===== src/rtl/tictactoe_pkg.sv =====
// Shared tic-tac-toe definitions: cell codes, board size, controller states
// and cell-slice helpers used by the controller and the victory detector.
package tictactoe_pkg;

  localparam int N_CELLS = 9;

  localparam logic [1:0] CELL_EMPTY = 2'b00;
  localparam logic [1:0] CELL_P1    = 2'b01;
  localparam logic [1:0] CELL_P2    = 2'b10;

  typedef enum logic [1:0] {IDLE, TURN, CHECK, OVER} ctrl_state_t;

  // Out-of-range indices read back as 2'b11 so they never look empty.
  function automatic logic [1:0] cell_of(input logic [2*N_CELLS-1:0] board,
                                         input logic [3:0] idx);
    logic [1:0] c;
    c = 2'b11;
    for (int i = 0; i < N_CELLS; i++)
      if (idx == 4'(i)) c = board[2*i +: 2];
    return c;
  endfunction

  function automatic logic [1:0] player_code(input logic p);
    return p ? CELL_P2 : CELL_P1;
  endfunction

endpackage


===== src/rtl/empty_cell_finder.sv =====
// Combinational priority encoder: lowest-indexed empty cell on the board.
module empty_cell_finder
  import tictactoe_pkg::*;
(
  input  logic [2*N_CELLS-1:0] board,
  output logic [3:0]           idx,
  output logic                 found
);

  always_comb begin
    idx   = '0;
    found = 1'b0;
    for (int i = N_CELLS - 1; i >= 0; i--)
      if (board[2*i +: 2] == CELL_EMPTY) begin
        idx   = 4'(i);
        found = 1'b1;
      end
  end

endmodule


===== src/rtl/board_controller.sv =====
// Tic-tac-toe game-state owner: board register, move handshake, legality
// checks, turn alternation and turn-timeout auto-play.
module board_controller
  import tictactoe_pkg::*;
#(
  parameter int TIMEOUT_CYCLES = 0
) (
  input  logic        clk,
  input  logic        rst_n,
  input  logic        new_game,
  input  logic        move_valid,
  input  logic [3:0]  move_cell,
  output logic        move_ready,
  input  logic        victory,
  output logic [17:0] matrix,
  output logic        turn,
  output logic [3:0]  move_count,
  output logic        move_error,
  output logic        timeout,
  output logic        game_over,
  output logic        last_player
);

  localparam bit TO_EN = (TIMEOUT_CYCLES > 0);
  localparam int TW    = TO_EN ? $clog2(TIMEOUT_CYCLES + 1) : 1;
  localparam logic [TW-1:0] TLAST = TW'(TO_EN ? TIMEOUT_CYCLES - 1 : 0);

  ctrl_state_t   state, state_nxt;
  logic [TW-1:0] timer;
  logic [3:0]    auto_idx, place_idx;
  logic          auto_found;
  logic          accept, cell_ok, legal, illegal, expire, place;

  empty_cell_finder u_finder (
    .board (matrix),
    .idx   (auto_idx),
    .found (auto_found)
  );

  assign cell_ok   = (cell_of(matrix, move_cell) == CELL_EMPTY);
  assign accept    = move_valid & move_ready;
  assign legal     = accept & cell_ok;
  assign illegal   = accept & ~cell_ok;
  // An illegal request in the expiry cycle still lets the auto-move run.
  assign expire    = TO_EN && (state == TURN) && (timer == TLAST) && !legal && auto_found;
  assign place     = legal | expire;
  assign place_idx = legal ? move_cell : auto_idx;

  always_ff @(posedge clk) begin
    if (!rst_n) state <= IDLE;
    else        state <= state_nxt;
  end

  always_comb begin
    state_nxt = state;
    if (new_game) state_nxt = TURN;
    else begin
      case (state)
        IDLE:    state_nxt = IDLE;
        TURN:    if (place) state_nxt = CHECK;
        CHECK:   state_nxt = victory ? OVER : TURN;
        OVER:    state_nxt = OVER;
        default: state_nxt = IDLE;
      endcase
    end
  end

  always_comb begin
    move_ready = (state == TURN);
    game_over  = (state == OVER);
  end

  always_ff @(posedge clk) begin
    if (!rst_n) begin
      matrix      <= '0;
      turn        <= 1'b0;
      move_count  <= '0;
      last_player <= 1'b0;
      timer       <= '0;
      move_error  <= 1'b0;
      timeout     <= 1'b0;
    end else if (new_game) begin
      matrix      <= '0;
      turn        <= 1'b0;
      move_count  <= '0;
      timer       <= '0;
      move_error  <= 1'b0;
      timeout     <= 1'b0;
    end else begin
      move_error <= illegal;
      timeout    <= expire;
      if (place) begin
        for (int i = 0; i < N_CELLS; i++)
          if (place_idx == 4'(i)) matrix[2*i +: 2] <= player_code(turn);
        move_count  <= move_count + 4'd1;
        last_player <= turn;
      end
      // Timer holds on a rejected request and idles while a move is pending check.
      if (state == CHECK && !victory) begin
        turn  <= ~turn;
        timer <= '0;
      end else if (TO_EN && state == TURN && !move_valid) begin
        timer <= timer + 1'b1;
      end
    end
  end

endmodule


===== config.mk =====
export PLATFORM = sky130hd
export DESIGN_NAME = board_controller
export DESIGN_NICKNAME = d
export VERILOG_FILES = /design/src/rtl/tictactoe_pkg.sv /design/src/rtl/empty_cell_finder.sv /design/src/rtl/board_controller.sv
export SDC_FILE = /design/constraint.sdc
export NUM_CORES = 1
export LEC_CHECK = 0
export ABC_AREA = 1
export BUFFER_PORTS_ARGS = -buffer_cell sky130_fd_sc_hd__buf_2
export CAP_MARGIN = 20
export CORE_MARGIN = 10
export CORE_UTILIZATION = 40
export DETAILED_ROUTE_END_ITERATION = 7
export PLACE_DENSITY = 0.75
export SLEW_MARGIN = 20
export SYNTH_ARGS = -nofsm -noshare
export SYNTH_HDL_FRONTEND = slang
export SYNTH_SLANG_ARGS = --single-unit

===== constraint.sdc =====
create_clock -name clk -period 1.7 [get_ports clk]
set_input_delay 0.255 -clock clk [delete_from_list [all_inputs] [get_ports clk]]
set_output_delay 0.255 -clock clk [all_outputs]
set_load 0.01 [all_outputs]

# After elaboration in Yosys (flattened, before gate mapping)
# Cells that the tools add are included.
[totals]
register_bits = 27
latch_bits = 0
ram_bits = 0
rom_bits = 0
inputBits = 9
out_inout_bits = 28
wordCells = 94
n_memories = 0
[op_classes]
n_addsub = 1
multipliers = 0
div_mod_pow = 0
n_lt_le_gt_ge = 0
eq_ne = 21
n_shift = 0
muxes = 24
bitwise_logic = 7
n_reduce_logical = 26
[op_table]
columns = ["operator", "count"]
rows = [
  ["$mux 4", 10],
  ["$eq 4x3->1 const B", 8],
  ["$mux 2", 12],
  ["$logic_not 2->1", 11],
  ["$reduce_and 2->1", 10],
  ["$eq 4x2->1 const B", 4],
  ["$eq 4x1->1 const B", 2],
  ["$eq 4x4->1 const B", 2],
  ["$logic_not 4->1", 2],
  ["$pmux 2 s4", 1],
  ["$add 4x1->4 const B", 1],
  ["$eq 2x2->1 const B", 2],
  ["$not 1->1", 4],
  ["$and 1x1->1", 3],
  ["$ne 3x2->1 const B", 1],
  ["$eq 2x1->1 const B", 1],
  ["$ne 2x1->1 const B", 1],
  ["$reduce_or 2->1", 1],
  ["$logic_and 1x1->1", 1],
  ["$logic_not 1->1", 1],
  ["$mux 1", 1],
]

# Logic depth before layout (Yosys ltp)
# Gate-level depths: netlist of the first run.
[logic_depth]
depth_word = 15
mapped_depth = 15
depth_no_buf = 14

# By module
# From an unflattened synthesis of the first run, not the netlist that was laid out.
[hier_totals]
hier_cells = 246
area_unflattened_um2 = 1631.6
[by_module_without_submodules]
columns = ["module", "instances", "cells_each", "area_per_inst_um2", "seq_area_each_um2"]
rows = [
  ["board_controller", 1, 215, 1445.1, 540.5],
  ["empty_cell_finder", 1, 31, 186.4, 0.0],
]

# Worst setup path after synthesis of the first run
# No wires, ideal clock.
[synth_timing]
kind = "register to register"
start = "register state[0]"
end = "register matrix[0]"
setup_time_ns = 0.110
arrival_time_ns = 1.361
required_time_ns = 1.590
path_slack_ns = 0.230
stages_incl_launch_ff = 9
path_buffers = 1
synth_period_minus_slack_ns = 1.470
cell_sequence = "dfxtp_1 -> inv_1 -> nor2_1 -> nand2_1 -> inv_1 -> buf_1 -> nand4_1 -> nand2_1 -> nor2_1"
[synth_between]
elab_chain_len = 6
[synth_rtl]
columns = ["item", "line", "text"]
rows = [
  ["from (decl)", "board_controller.sv:28", "ctrl_state_t state, state_nxt;"],
  ["from (signal assigned)", "board_controller.sv:51", "else state <= state_nxt;"],
  ["$eq 2x1->1 (*)", "board_controller.sv:69", "move_ready = (state == TURN);"],
  ["named net move_ready", "board_controller.sv:13", "output logic move_ready,"],
  ["$and 1x1->1 (*)", "board_controller.sv:41", "assign accept = move_valid & move_ready;"],
  ["$and 1x1->1 (*)", "board_controller.sv:42", "assign legal = accept & cell_ok;"],
  ["$mux 4", "board_controller.sv:47", "assign place_idx = legal ? move_cell : auto_idx;"],
  ["$logic_not 4->1", "board_controller.sv:94", "if (place_idx == 4'(i)) matrix[2*i +: 2] <= player_code(turn);"],
  ["$reduce_and 2->1 (no source line) (*)", "--", ""],
  ["to (signal, indexed assignment)", "board_controller.sv:94", ""],
  ["to (decl)", "board_controller.sv:15", "output logic [17:0] matrix,"],
]
# The timed path passes the listed nets; every way through them passes the cells marked *.
# A chain may end at the register's enable or synchronous reset.

# Final worst setup path of the first run
[layout_timing]
start = "register state[0]"
end = "register matrix[13]"
[layout_between]
elab_chain_len = 6
[layout_rtl]
columns = ["item", "line"]
rows = [
  ["$eq 2x1->1 (*)", "board_controller.sv:69"],
  ["$and 1x1->1 (*)", "board_controller.sv:41"],
  ["$and 1x1->1 (*)", "board_controller.sv:42"],
  ["$mux 4", "board_controller.sv:47"],
  ["$eq 4x3->1", "board_controller.sv:94"],
  ["$reduce_and 2->1 (no source line) (*)", "--"],
]
# Every way passes the cells marked *; elsewhere a longest branch is shown, timed or not.

==> flow_summary.json, run 1 <==
{
  "rows": 21,
  "hold_viol": 0,
  "overflow": 0,
  "initial_utilization_pct": 41.7,
  "drc_errors": 0,
  "cp_slowest_cell": "dfxtp_1",
  "fmax_mhz": 673,
  "track_usage_pct": 11.0,
  "wl_um": 3440,
  "p_leak_uw": 0.000835,
  "fin_skew_ps": 19.2,
  "dr.first_iter.drc_count": 100,
  "synth_fp_nets": 220,
  "ios": 37,
  "vias": 1412,
  "holdWs_ps": 147,
  "area_growth_pct": 22.4,
  "place.gp.congestion": 0.902,
  "ant_nets": 0,
  "placed_area_um2": 1690,
  "clockBufferDepth": 2,
  "crit_fanout": 9,
  "ys_types": 26,
  "yosys_warnings": 0,
  "cts_resized": 0,
  "cap_violations": 0,
  "synth.area.top_cells": "dfxtp_1, inv_1, nand2_1, nor2_1, nand3_1",
  "clock-sinks": 27,
  "cts-root-buf": "clkbuf_4",
  "fin_nets": 263,
  "synth_ff_type": "dfxtp_1",
  "path_clk_slew_ps": 150,
  "critical-path-max-stage-delay_ps": 380,
  "critPathRequiredTime_ps": 1950,
  "post-route-min-period_ps": 1490,
  "die_x_um": 79.2,
  "critPathKind": "reg2reg",
  "num-fill-cells": 377,
  "crit_chain": "inv_1 -> nor2_1 -> nand2_1 -> inv_1 -> buf_4 -> nand4_1 -> a21oi_1",
  "end_kind": "flop",
  "drt-wirelength-per-cell_um": 11.5,
  "p_per_area_nw_per_um2": 637,
  "async_flop_share_pct": 0,
  "seq_area_frac_synth_pct": 38.5,
  "vias_per_cell": 4.74,
  "post_cts_buffers": 0,
  "startpoint_type": "flop",
  "syn-instance-count": 210,
  "antenna_found_initial": 0,
  "cpLargestDelayFamily": "buffers and inverters",
  "synth_top_cell_by_area": "dfxtp_1",
  "outcome": "complete, no violations",
  "arrival_ps": 1730,
  "final_cell_area_um2": 1720,
  "clk_latency_ps": 330,
  "hold_class": "in2reg",
  "rsz0062_at_grt": "no",
  "first_pass_iters": 4,
  "vdd_drop_max_mv": 0.306,
  "layout-drive-gt1-share_pct": 23.4,
  "synth_area_um2": 1400,
  "postCtsHoldBufs": 0,
  "ys_ff_latch": 27,
  "antenna_cells": 0,
  "hpwl_um": 2710,
  "fin_setup_tns_ps": 0,
  "slew_viol_final": 0,
  "finalSetupViolations": 0,
  "crit_buf_inv": 3,
  "syn_area_per_cell_um2": 6.68,
  "die_y_um": 79.2,
  "grt_pass1_wl_um": 5830,
  "io_buffer_count": 35,
  "die-area_um2": 6280,
  "grt_pass1_vias": 1425,
  "cts_buffers": 3,
  "yosys.area.top_type_share_pct": 38.5,
  "design.core.area_um2": 3360,
  "synth_edf_count": 0,
  "fin_crit_sh_pct": 87.4,
  "grt_max_degree": 15,
  "cts_tree": "yes",
  "critPathMostFrequentCell": "inv_1",
  "htreeDepth": 1
}
## path summary, 6_finish.rpt
check / startpoint / end / slack [ps] / cells after the start
max: state[0] / matrix[13] / 210 / 7
min: rst_n / last_player / 150 / 3
max reg2reg: state[0] / matrix[13] / 210 / 7
min reg2reg: matrix[15] / matrix[15] / 480 / 2
## synth_stat cells, types with 3 or more instances
library cell / instances
nand3_1: 20
o21ai_0: 4
nor3_1: 3
inv_1: 41
nand4_1: 9
dfxtp_1: 27
nor2_1: 27
a21oi_1: 18
buf_2: 3
nand2_1: 37
## layout by cell type, fill, tap and decap left out
master / n
inv_1: 41
nand2_1: 37
buf_2: 35
nor2_1: 27
dfxtp_1: 27
nand3_1: 20
a21oi_1: 18
nand4_1: 9
buf_4: 9
o21ai_0: 4
nor3_1: 3
clkbuf_4: 3
nor2_4: 2
nand2_2: 2
nor2_2: 2
nand4_2: 2
buf_12: 2
inv_2: 1
a31oi_1: 1
nand2_4: 1
nand3b_1: 1
xnor2_1: 1
xor2_1: 1
ha_1: 1
conb_1: 1
clkbuf_1: 1
## metrics by stage
| step | worst slack, ps | std cells | utilization [%] | power (uW) |
|---|---|---|---|---|
| final | 214 | 298 | 51.1 | 1090 |
| after global routing | 37.8 | 298 | 51.1 | 1150 |
| after CTS | 221 | 298 | 51.1 | 1110 |
| after floorplan | 230 | 210 | - | 766 |
| after global placement | 37.1 | 294 | 50.3 | 832 |
| after detailed placement | 2.86 | 294 | 50.3 | 835 |
## layer usage
metal	GRT usage [%]	part of all wire (%)
met1	12.3	46
met2	18.9	46
met3	4.17	7.7
met4	2.87	0.79
met5	0	0
## cells by family after synthesis
| family | share of synthesized area [%] |
|---|---|
| fa+ha+maj | 0.891 |
| buf+inv | 15.0 |
| simple gates | 35.8 |
| other cells | 0.267 |
| flops | 38.5 |
| xor+xnor | 1.25 |
| compound gates | 8.29 |
## registers in the layout, summed over array words and instances (netlist names)
name and cells:
move_count 4, turn 1, move_error 1, matrix 18, state 2, last_player 1
## power breakdown
| part | internal [uW] | switching [uW] | total [uW] |
|---|---|---|---|
| Clock | 91.9 | 181 | 273 |
| Sequential | 638 | 4.42 | 642 |
| Combinational | 72.8 | 107 | 180 |
| Total | 803 | 292 | 1090 |
## area by class of cell
type                       count  area (um2)  share of cell area [%]
tap                           46        57.6                    3.35
multi-input combinational    133         653                    38.0
timing repair buffer          46         283                    16.5
clock buffer                   4        26.3                    1.53
inverter                      42         158                    9.18
sequential                    27         541                    31.5
## worst register-to-register path: stages (launching register included)
cell	delay [ps]
dfxtp_1	380
inv_1	60
nor2_1	160
nand2_1	130
inv_1	180
buf_4	200
nand4_1	130
a21oi_1	160
(Power assumes the default switching activity.)
==> run 2: changes to the inputs <==
Settings changed: CELL_PAD_IN_SITES_DETAIL_PLACEMENT set to 1, CELL_PAD_IN_SITES_GLOBAL_PLACEMENT set to 2, CORE_UTILIZATION 40 to 27, PLACE_DENSITY 0.75 to 0.89.
==> run 2 against run 1 <==
Die area rose by 35%. Utilization shrank 16 points. Global-route usage is 1.0 points lower. Fmax decreased by 0.41%. Critical path type unchanged. Largest cell class unchanged.
==> flow_summary.json, run 2 (synthesized netlist as in run 1, its figures left out) <==
{
  "grt_max_degree": 16,
  "grt_pass1_wl_um": 7020,
  "final_common_cell": "inv_1",
  "hpwl_um": 3360,
  "fin_skew_ps": 2.57,
  "slew_viol_final": 0,
  "r2r-end": "matrix[6]",
  "timing.reg2reg.setup_slack_ps": 210,
  "rr_startpoint": "state[0]",
  "crit_fanout": 10,
  "p_per_area_nw_per_um2": 679,
  "rows": 26,
  "post-route-min-period_ps": 1490,
  "layout-drive-gt1-share_pct": 24.9,
  "rr_worst_depth": 8,
  "hold_class": "in2reg",
  "fin_crit_sh_pct": 87.8,
  "die_x_um": 92.1,
  "finalSetupViolations": 0,
  "htreeDepth": 1,
  "post-route-util_pct": 35.1,
  "startpoint_type": "flop",
  "vias_per_cell": 4.48,
  "drc_errors": 0,
  "overflow": 0,
  "cts_tree": "yes",
  "fmax_mhz": 670,
  "ios": 37,
  "whs_path_depth": 3,
  "postCtsHoldBufs": 0,
  "critPathRequiredTime_ps": 1890,
  "critPathKind": "reg2reg",
  "design.core.area_um2": 5070,
  "path_clk_slew_ps": 100,
  "antenna_cells": 0,
  "rsz0062_at_grt": "no",
  "layout_common_cells": "inv_1, nand2_1, buf_2",
  "clk_latency_ps": 280,
  "fin_nets": 264,
  "placedCellCount": 319,
  "wl_um": 4170,
  "cap_violations": 0,
  "largest-register": "matrix",
  "ant_nets": 0,
  "crit_chain": "inv_1 -> nor2_1 -> nand2_1 -> inv_1 -> buf_4 -> nand4_1 -> nand2_1 -> nor2_1",
  "antenna_found_initial": 0,
  "die-area_um2": 8480,
  "cp_slowest_cell": "dfxtp_1",
  "die_y_um": 92.1,
  "cts_resized": 0,
  "area_growth_pct": 27.0,
  "hold_viol": 0,
  "clock-sinks": 27,
  "end_kind": "flop",
  "first_pass_iters": 4,
  "top_regs": "matrix (18), move_count (4), state (2)",
  "place.gp.congestion": 0.756,
  "track_usage_pct": 9.94,
  "largest_reg_flops": 18,
  "p_leak_uw": 0.000851,
  "p_total_uw": 1210,
  "post_cts_buffers": 0,
  "critical-path-max-stage-delay_ps": 370,
  "clockBufferDepth": 2,
  "drt-wirelength-per-cell_um": 12.9,
  "vias": 1446,
  "arrival_ps": 1680,
  "holdWs_ps": 200,
  "grt_pass1_vias": 1475,
  "outcome": "complete, no violations",
  "cts-root-buf": "clkbuf_8",
  "dr.first_iter.drc_count": 37,
  "io_buffer_count": 35,
  "min_to": "last_player",
  "vdd_drop_max_mv": 0.376,
  "cts_buffers": 3,
  "finalNonFillerCells": 323,
  "worstHoldStart": "rst_n",
  "num-fill-cells": 688,
  "initial_utilization_pct": 27.7
}
## run 2: how the worst max path moves through the flow
stage	startpoint	end	slack [ps]	cells past startpoint
finish	state[0]	matrix[6]	210	8
global placement	move_cell[1]	matrix[2]	-120	10
detailed placement	move_cell[1]	matrix[6]	-110	10
global route	matrix[1]	matrix[4]	7	14
floorplan	state[0]	matrix[0]	230	8
CTS	move_cell[1]	matrix[9]	170	9
## run 2: stage by stage
stage          worst slack, ps  setup TNS, ps  instance area, um2
2_1_floorplan              230              0                1400
3_3_place_gp              -124          -2260                1730
3_5_place_dp              -108          -1450                1730
4_1_cts                    168              0                1780
5_1_grt                   7.27              0                1780
6_report                   208              0                1780
## run 2: power by group
| group | leakage, uW | switching, uW | internal [uW] |
|---|---|---|---|
| Clock | 0.0000255 | 222 | 165 |
| Sequential | 0.000218 | 4.68 | 637 |
| Combinational | 0.000608 | 109 | 72.3 |
## run 2: critical path, delay by kind of cell (launching register included)
family / cells / cell delay (ps)
buf+inv: 3 / 450
simple gates: 5 / 590
flops: 1 / 370
## run 2: final cells by class
class	count	area, um2	area share [%]
multi-input cells	133	661	37.1
clock buffers	3	41.3	2.32
well taps	70	87.6	4.91
repair buffers	47	290	16.3
clock inverters	1	5.00	0.281
inverters	42	158	8.84
flip-flops and latches	27	541	30.3
## run 2: layer usage
layer  part of all wire, %  wire length, um  vias to the layer above  track usage [%]
met1                    49             2030                      675             12.2
met2                    45             1880                       28             16.3
met4                  0.70               29                        0             1.93
met5                     0                0                        -                0
li1                      -                -                      739                -
met3                   5.5              228                        4             3.59
